==> config.mk <==
export PLATFORM = sky130hd
export DESIGN_NAME = arb8_rr_grant_ctrl
export DESIGN_NICKNAME = d
export VERILOG_FILES = /design/src/rtl/arb8_rr_grant_ctrl.sv
export SDC_FILE = /design/constraint.sdc
export NUM_CORES = 1
export LEC_CHECK = 0
export ABC_AREA = 1
export CORE_ASPECT_RATIO = 2
export CORE_MARGIN = 2
export CORE_UTILIZATION = 40
export CTS_BUF_LIST = sky130_fd_sc_hd__clkbuf_4 sky130_fd_sc_hd__clkbuf_8
export CTS_CLUSTER_DIAMETER = 40
export CTS_CLUSTER_SIZE = 24
export DETAILED_ROUTE_END_ITERATION = 7
export SLEW_MARGIN = 20
export SYNTH_ARGS = -nofsm -noshare
export SYNTH_HDL_FRONTEND = slang
export SYNTH_SLANG_ARGS = --single-unit
==> constraint.sdc <==
create_clock -name clk -period 3.2 [get_ports clk]
set_clock_uncertainty 0.15 [all_clocks]
set_input_delay 0.96 -clock clk [delete_from_list [all_inputs] [get_ports clk]]
set_output_delay 0.96 -clock clk [all_outputs]
set_load 0.05 [all_outputs]
==> src/rtl/arb8_rr_grant_ctrl.sv <==
// -----------------------------------------------------------------------------
// arb8_rr_grant_ctrl
//
// Shares one resource among 8 requesters. Arbitration is either fixed priority
// (bit 7 highest) or round-robin (previous owner lowest). The grant, its index
// and a valid flag are registered. A grant is preempted after MAX_HOLD cycles,
// and a one-cycle timeout pulse is raised when that happens. Every grant is
// followed by at least one idle cycle with gnt=0.
//
// Ports:
//   clk        in   system clock, rising edge
//   rst        in   synchronous reset, active-high
//   en         in   arbitration enable (only consulted while idle)
//   rr_mode    in   1 = round-robin, 0 = fixed priority (sampled while idle)
//   req[7:0]   in   level-sensitive request lines
//   gnt[7:0]   out  one-hot grant, zero when idle
//   gnt_idx    out  index of the granted bit, holds last value when idle
//   gnt_valid  out  high whenever gnt is nonzero
//   timeout    out  one-cycle pulse when a grant is preempted by MAX_HOLD
// -----------------------------------------------------------------------------
module arb8_rr_grant_ctrl #(
    parameter int unsigned MAX_HOLD = 16,
    parameter int unsigned HOLD_W   = 8
) (
    input  logic       clk,
    input  logic       rst,
    input  logic       en,
    input  logic       rr_mode,
    input  logic [7:0] req,
    output logic [7:0] gnt,
    output logic [2:0] gnt_idx,
    output logic       gnt_valid,
    output logic       timeout
);

    localparam logic [0:0] IDLE  = 1'b0;
    localparam logic [0:0] GRANT = 1'b1;

    localparam logic [HOLD_W-1:0] MAX_HOLD_C = HOLD_W'(MAX_HOLD);
    localparam logic [HOLD_W-1:0] HOLD_ONE   = HOLD_W'(1);
    localparam logic [HOLD_W-1:0] HOLD_ZERO  = HOLD_W'(0);

    logic [0:0]        state_q,     state_d;
    logic [7:0]        gnt_q,       gnt_d;
    logic [2:0]        gnt_idx_q,   gnt_idx_d;
    logic              gnt_valid_q, gnt_valid_d;
    logic              timeout_q,   timeout_d;
    logic [HOLD_W-1:0] hold_cnt_q,  hold_cnt_d;
    logic [2:0]        last_idx_q,  last_idx_d;

    logic [2:0]        start_idx_s;
    logic [2:0]        cand_idx_s;
    logic [2:0]        win_idx_s;
    logic              win_found_s;

    // Winner search: descending from the start index with 3-bit wraparound.
    // In round-robin mode the search starts just below the previous owner, so
    // that owner is visited last; after reset last_idx=0 gives start 7, which
    // is the same as fixed order.
    always_comb begin
        start_idx_s = 3'd7;
        cand_idx_s  = 3'd0;
        win_idx_s   = 3'd0;
        win_found_s = 1'b0;
        if (rr_mode) begin
            start_idx_s = last_idx_q - 3'd1;
        end else begin
            start_idx_s = 3'd7;
        end
        for (int k = 0; k < 8; k++) begin
            cand_idx_s = start_idx_s - 3'(k);
            if (!win_found_s && req[cand_idx_s]) begin
                win_found_s = 1'b1;
                win_idx_s   = cand_idx_s;
            end else begin
                win_found_s = win_found_s;
            end
        end
    end

    // Next-state logic for the IDLE/GRANT FSM, hold counter and outputs.
    always_comb begin
        state_d     = state_q;
        gnt_d       = gnt_q;
        gnt_idx_d   = gnt_idx_q;
        gnt_valid_d = gnt_valid_q;
        timeout_d   = 1'b0;
        hold_cnt_d  = hold_cnt_q;
        last_idx_d  = last_idx_q;
        case (state_q)
            IDLE: begin
                if (en && win_found_s) begin
                    state_d     = GRANT;
                    gnt_d       = 8'd1 << win_idx_s;
                    gnt_idx_d   = win_idx_s;
                    gnt_valid_d = 1'b1;
                    hold_cnt_d  = HOLD_ONE;
                    last_idx_d  = win_idx_s;
                end else begin
                    gnt_d       = 8'd0;
                    gnt_valid_d = 1'b0;
                end
            end
            GRANT: begin
                // Release has priority over timeout: an owner that lets go on
                // the last allowed cycle does not get a timeout pulse.
                if (!req[gnt_idx_q]) begin
                    state_d     = IDLE;
                    gnt_d       = 8'd0;
                    gnt_valid_d = 1'b0;
                    hold_cnt_d  = HOLD_ZERO;
                end else if (hold_cnt_q == MAX_HOLD_C) begin
                    state_d     = IDLE;
                    gnt_d       = 8'd0;
                    gnt_valid_d = 1'b0;
                    timeout_d   = 1'b1;
                    hold_cnt_d  = HOLD_ZERO;
                end else begin
                    hold_cnt_d  = hold_cnt_q + HOLD_ONE;
                end
            end
            default: begin
                state_d     = IDLE;
                gnt_d       = 8'd0;
                gnt_valid_d = 1'b0;
                hold_cnt_d  = HOLD_ZERO;
            end
        endcase
    end

    // State and output registers with synchronous reset.
    always_ff @(posedge clk) begin
        if (rst) begin
            state_q     <= IDLE;
            gnt_q       <= 8'd0;
            gnt_idx_q   <= 3'd0;
            gnt_valid_q <= 1'b0;
            timeout_q   <= 1'b0;
            hold_cnt_q  <= HOLD_ZERO;
            last_idx_q  <= 3'd0;
        end else begin
            state_q     <= state_d;
            gnt_q       <= gnt_d;
            gnt_idx_q   <= gnt_idx_d;
            gnt_valid_q <= gnt_valid_d;
            timeout_q   <= timeout_d;
            hold_cnt_q  <= hold_cnt_d;
            last_idx_q  <= last_idx_d;
        end
    end

    assign gnt       = gnt_q;
    assign gnt_idx   = gnt_idx_q;
    assign gnt_valid = gnt_valid_q;
    assign timeout   = timeout_q;

endmodule

# After elaboration in Yosys (flattened, before gate mapping)
# Index checks and enable logic that the tools add are counted.
[op_classes]
n_mul = 0
n_eq_ne = 3
div = 0
n_mux = 51
shift = 1
n_reduce_logical = 17
addsub = 9
bitwise_logic = 2
order_cmp = 9
[op_table]
columns = ["cell", "n"]
rows = [
  ["$mux 8", 6],
  ["$lt 3x4->1 const B", 9],
  ["$pmux 8 s2", 2],
  ["$bmux 1 s3", 9],
  ["$mux 3", 9],
  ["$mux 1", 23],
  ["$sub 3x3->3 const B", 4],
  ["$add 8x1->8 const B", 1],
  ["$eq 8x5->1 const B", 1],
  ["$logic_and 1x1->1", 8],
  ["$shl 1x3->8 const A", 1],
  ["$logic_not 1->1", 7],
  ["$sub 3x1->3 const B", 2],
  ["$sub 3x2->3 const B", 2],
  ["$pmux 1 s2", 2],
  ["$ne 3x2->1 const B", 1],
  ["$reduce_or 3->1", 1],
  ["$ne 2x2->1 const B", 1],
  ["$not 1->1", 2],
  ["$reduce_and 2->1", 1],
]
[totals]
in_bits = 12
latchBits = 0
regBits = 22
romBits = 0
mem_bits_rw = 0
elab_cells = 98
out_inout_bits = 13
n_memories = 0

# Depth between registers and ports, before layout
# Gate-level depths: netlist of run 1.
[logic_depth]
ltp_word = 29
ltp_mapped = 20
depth_no_buf = 20

# Worst setup path after synthesis of run 1
# Ideal clock, no wire load.
[synth_path]
path_kind = "register to register"
from = "register last_idx_q[0]"
to = "register gnt_q[7] (netlist: gnt[7])"
period_less_slack_ns = 3.398
setup_time_ns = 0.132
stages_incl_launch_ff = 18
slack_ns = -0.198
n_path_buf = 0
required_time_ns = 2.918
arrival_time_ns = 3.116
path_cell_list = "dfxtp_1 -> inv_2 -> ha_1 -> nand2_2 -> ha_1 -> inv_1 -> nand2_1 -> o21ai_1 -> nand2_1 -> nand2_2 -> nand4_2 -> nor2_4 -> nand2_2 -> o21ai_4 -> nor2_2 -> and2_4 -> nand2_1 -> a21oi_1"
[synth_via]
elab_chain_cells = 29
elab_cells_between_ends = 63
classes_between = "add/sub (8); eq/ne (1); shift (1); mux (38); reduce/logical (15)"
[synth_lines]
columns = ["element", "line", "rtl"]
rows = [
  ["from (decl)", "49", "logic [2:0] last_idx_q, last_idx_d;"],
  ["from (signal assigned)", "148", "last_idx_q <= last_idx_d;"],
  ["branches (longest 29 deep; another with $sub 3x1->3)", "n/a", ""],
  ["to (signal assigned)", "143", "gnt_q <= gnt_d;"],
  ["to (decl)", "44", "logic [7:0] gnt_q, gnt_d;"],
]
# Parallel ways; which one is timed is not known. The select of a mux whose other input is x is not followed.
# A chain may end at the register's enable or synchronous reset.

# Final worst setup path of run 1
[layout_path]
from = "input port req[0]"
to = "register gnt_q[5] (netlist: gnt[5])"
[layout_via]
elab_chain_cells = 27
elab_cells_between_ends = 54
classes_between = "eq/ne (1); shift (1); mux (37); reduce/logical (15)"
[layout_lines]
columns = ["element", "line", "rtl"]
rows = [
  ["from (decl)", "29", "input logic [7:0] req,"],
  ["$bmux 1 s3", "72", "if (!win_found_s && req[cand_idx_s]) begin"],
  ["$mux 1 (not written as such)", "72", ""],
  ["$mux 1", "72", ""],
  ["$logic_not 1->1", "72", ""],
  ["$logic_and 1x1->1", "72", ""],
  ["$mux 1", "72", ""],
  ["$logic_not 1->1", "72", ""],
  ["$logic_and 1x1->1", "72", ""],
  ["[11 not listed]", "n/a", ""],
  ["$logic_and 1x1->1", "72", ""],
  ["$mux 1", "72", ""],
  ["$logic_not 1->1", "72", ""],
  ["$logic_and 1x1->1", "72", ""],
  ["$mux 3 / $mux 1 (equally long branches)", "72", ""],
  ["$shl 1x3->8 / $logic_and 1x1->1 (equally long branches)", "94, 92", ""],
  ["$mux 8", "92", "if (en && win_found_s) begin"],
  ["$pmux 8 s2", "90", "case (state_q)"],
]
# Parallel ways exist; a longest one is shown, timed or not. The select of a mux whose other input is x is not followed.

==> results.json, run 1 <==
{
  "syn_nets": 347,
  "cpMostUsedCell": "nand2_1",
  "syn_area_um2": 1950,
  "grt_pass1_wl_mm": 9.23,
  "period_share_pct": 93.6,
  "antenna_found_initial": 0,
  "first_global_vias": 2217,
  "clk_pin_slew_worst_paths_ns": 0.08,
  "syn_to_final_growth_pct": 36.0,
  "coreArea_um2": 4770,
  "track_usage_pct": 21.7,
  "p_leak_nw": 1.27,
  "globalRouteOverflowTotal": 0,
  "initial_utilization_pct": 40.9,
  "hold_violations": 0,
  "remaining_drc_errors": 0,
  "holdBufCountCts": 0,
  "cp_cell_sequence": "clkdlybuf4s50_1 > inv_1 > nand3_1 > nand3_1 > nand2_1 > nand2_1 > nand2_1 > nor2_2 > nand4_2 > nor2_4 > nand2_2 > o21ai_4 > nor2_2 > and2_4 > nand2_1 > a21oi_1",
  "diodes": 0,
  "dr.pass1.iters": 4,
  "maxCapViolCount": 0,
  "syn_inst": 330,
  "vias": 2264,
  "status": "finished clean",
  "rows": 36,
  "hpwl_mm": 4.33,
  "pre_cts_ws_ns": -0.554,
  "critPathLaunchType": "input pin",
  "wire_per_inst_um": 11.7,
  "path_buf_inv": 2,
  "portBuffers": 24,
  "cts_root_buf": "clkbuf_8",
  "cts_tree": "yes",
  "rsz0062_at_grt": "yes",
  "fmax_ghz": 0.334,
  "numCtsBuffers": 3,
  "setup_viol": 0,
  "drv_slew": 0,
  "die_w_um": 53.4,
  "postSynthAreaPerCell_um2": 5.92,
  "yosysUniqueCellTypes": 34,
  "cp.required_ns": 3.21,
  "max_stage_delay_ns": 0.43,
  "setup_ws_ns": 0.205,
  "power.density_nw_per_um2": 595,
  "power_mw": 1.58,
  "fin_nets": 412,
  "cp_max_fo": 6,
  "gp_congestion": 0.892,
  "post-route-cell-area_um2": 2660,
  "worst_slew_pin_slew_ns": 0.498,
  "slowest_stage": "clkdlybuf4s50_1",
  "dpl_cell_area_um2": 2570,
  "ys_ff_latch": 22,
  "fill_cells": 517,
  "yosysWarnings": 0,
  "worstSetupEndpointType": "flip-flop",
  "ios": 25,
  "first_iter_violations": 44,
  "grt_max_degree": 16,
  "ant_nets": 0,
  "yosysSeqAreaShare_pct": 22.5,
  "dieArea_um2": 5490,
  "clk_latency_ns": 0.26,
  "crit_type": "input pin to flip-flop",
  "hold_path.class": "flip-flop to flip-flop",
  "routed_wl_mm": 5.26,
  "min_period_ns": 3.00,
  "die_y_um": 103,
  "htreeDepth": 1,
  "avgViaCountPerCell": 5.02,
  "critPathArrivalTime_ns": 3.01,
  "ctsLongestPathBuffers": 2,
  "drive_above_1_share_pct": 24.1,
  "cts.sink_count": 22,
  "path_delay_family": "simple AND/OR/NAND/NOR gates",
  "max_slew_margin_pct": 66.7,
  "peakVddDrop_v": 0.000345
}
[through the flow]
step                setup TNS (ns)  instances  hold slack [ns]  utilization, %
CTS                              0        451            0.320            55.4
global route            -0.0000651        451            0.353            55.6
global placement             -9.72        447            0.304            53.9
detailed placement          -10.50        447            0.306            53.9
floorplan                        0        330            0.314               -
finish                           0        451            0.316            55.6
[flip-flops by register name, indices dropped and copies added (netlist names)]
signal,cells
hold_cnt_q,8
last_idx_q,3
gnt,8
gnt_valid,1
timeout,1
state_q,1
[cell usage after synthesis, drive strengths merged]
cell      n  area share (%)
nand2   122              25
inv      42             8.1
nand3    37              11
nor2     32             7.0
a21oi    22             5.8
dfxtp    22              23
nand4    14             4.8
o21ai    14             4.4
ha        5             3.2
buf       4             1.9
clkbuf    3            0.58
xor2      3             1.3
and2      2            0.77
o211ai    2            0.77
a211oi    1            0.64
nor3      1            0.26
nor4      1            0.32
o21a      1            0.38
o221ai    1            0.45
or2       1            0.32
[cell usage in the layout, fill, tap and decap left out, types with 2 or more instances in the layout]
cell type        Yosys  routed
a21oi_1             21      21
buf_4                2      42
clkbuf_8             0       3
clkdlybuf4s50_1      0      23
dfxtp_1             22      20
dfxtp_2              0       2
ha_1                 5       4
inv_1               31      30
inv_2               11      11
nand2_1            110     109
nand2_2             10      10
nand2_4              2       3
nand3_1             33      31
nand3_2              3       5
nand4_1             13      13
nor2_1              27      27
nor2_2               4       4
o211ai_1             2       2
o21ai_0             10      10
o21ai_2              1       2
xor2_1               3       3
[routing by layer]
| metal | track usage, % | part of all wire, % | up-vias |
|---|---|---|---|
| met5 | 0 | 0 | - |
| met4 | 11.2 | 4.1 | 0 |
| met3 | 4.64 | 4.7 | 21 |
| met2 | 34.9 | 48 | 70 |
| met1 | 26.5 | 43 | 978 |
| li1 | - | - | 1195 |
[power breakdown]
part / internal, mW / switching (mW) / total (mW)
clock: 0.167 / 0.0906 / 0.258
combinational: 0.412 / 0.593 / 1.01
sequential: 0.298 / 0.0199 / 0.318
[what timing repair did]
| action | in CTS | in global routing |
|---|---|---|
| setup endpoints to repair | 21 | 21 |
| buffers inserted | 0 | 0 |
| resized for setup | 2 | 5 |
| pin swaps | 0 | 2 |
[worst register-to-register path, cell delays in order (launching register included)]
cell,delay [ns]
dfxtp_2,0.37
inv_1,0.07
ha_1,0.32
nand2_4,0.11
buf_4,0.17
nor2_1,0.05
nor2_1,0.29
nand2_1,0.09
nand2_1,0.09
o21ai_0,0.07
buf_4,0.15
nor2_4,0.16
nand2_2,0.08
o21ai_4,0.20
nor2_2,0.10
and2_4,0.16
nand2_1,0.08
a21oi_1,0.06
[logic make-up (layout without fill, tap and decap cells)]
kind of cell | after synthesis | in the layout | synth area share, %
compound gates | 41 | 41 | 12.4
xor+xnor | 3 | 3 | 1.35
fa+ha+maj | 5 | 5 | 3.20
buf+inv | 49 | 113 | 10.6
flops | 22 | 22 | 22.5
simple gates | 210 | 210 | 49.9
[worst paths after layout]
kind / from / endpoint / slack, ns / cells after the start
hold reg to reg: gnt[0] / gnt[0] / 0.32 / 2
setup reg to reg: last_idx_q[1] / gnt[5] / 0.31 / 17
hold / removal: gnt[0] / gnt[0] / 0.32 / 2
setup / recovery: req[0] / gnt[5] / 0.20 / 16
[area by class of cell]
cell class / count / area (µm²) / share of cell area, %
Multi-Input combinational cell: 259 / 1340 / 50.4
Tap cell: 57 / 71.3 / 2.68
Inverter: 42 / 160 / 6.03
Timing Repair Buffer: 67 / 571 / 21.5
Sequential cell: 22 / 443 / 16.7
Clock inverter: 1 / 30.0 / 1.13
Clock buffer: 3 / 41.3 / 1.55
(Power assumes the default switching activity.)
==> inputs of run 2 (changes only) <==
- CTS_BUF_LIST: sky130_fd_sc_hd__clkbuf_4 sky130_fd_sc_hd__clkbuf_8 -> sky130_fd_sc_hd__clkbuf_4 sky130_fd_sc_hd__clkbuf_8 sky130_fd_sc_hd__clkbuf_16
==> results of run 2 <==
Same layout as run 1: the final DEF is identical, and so are final timing and power.
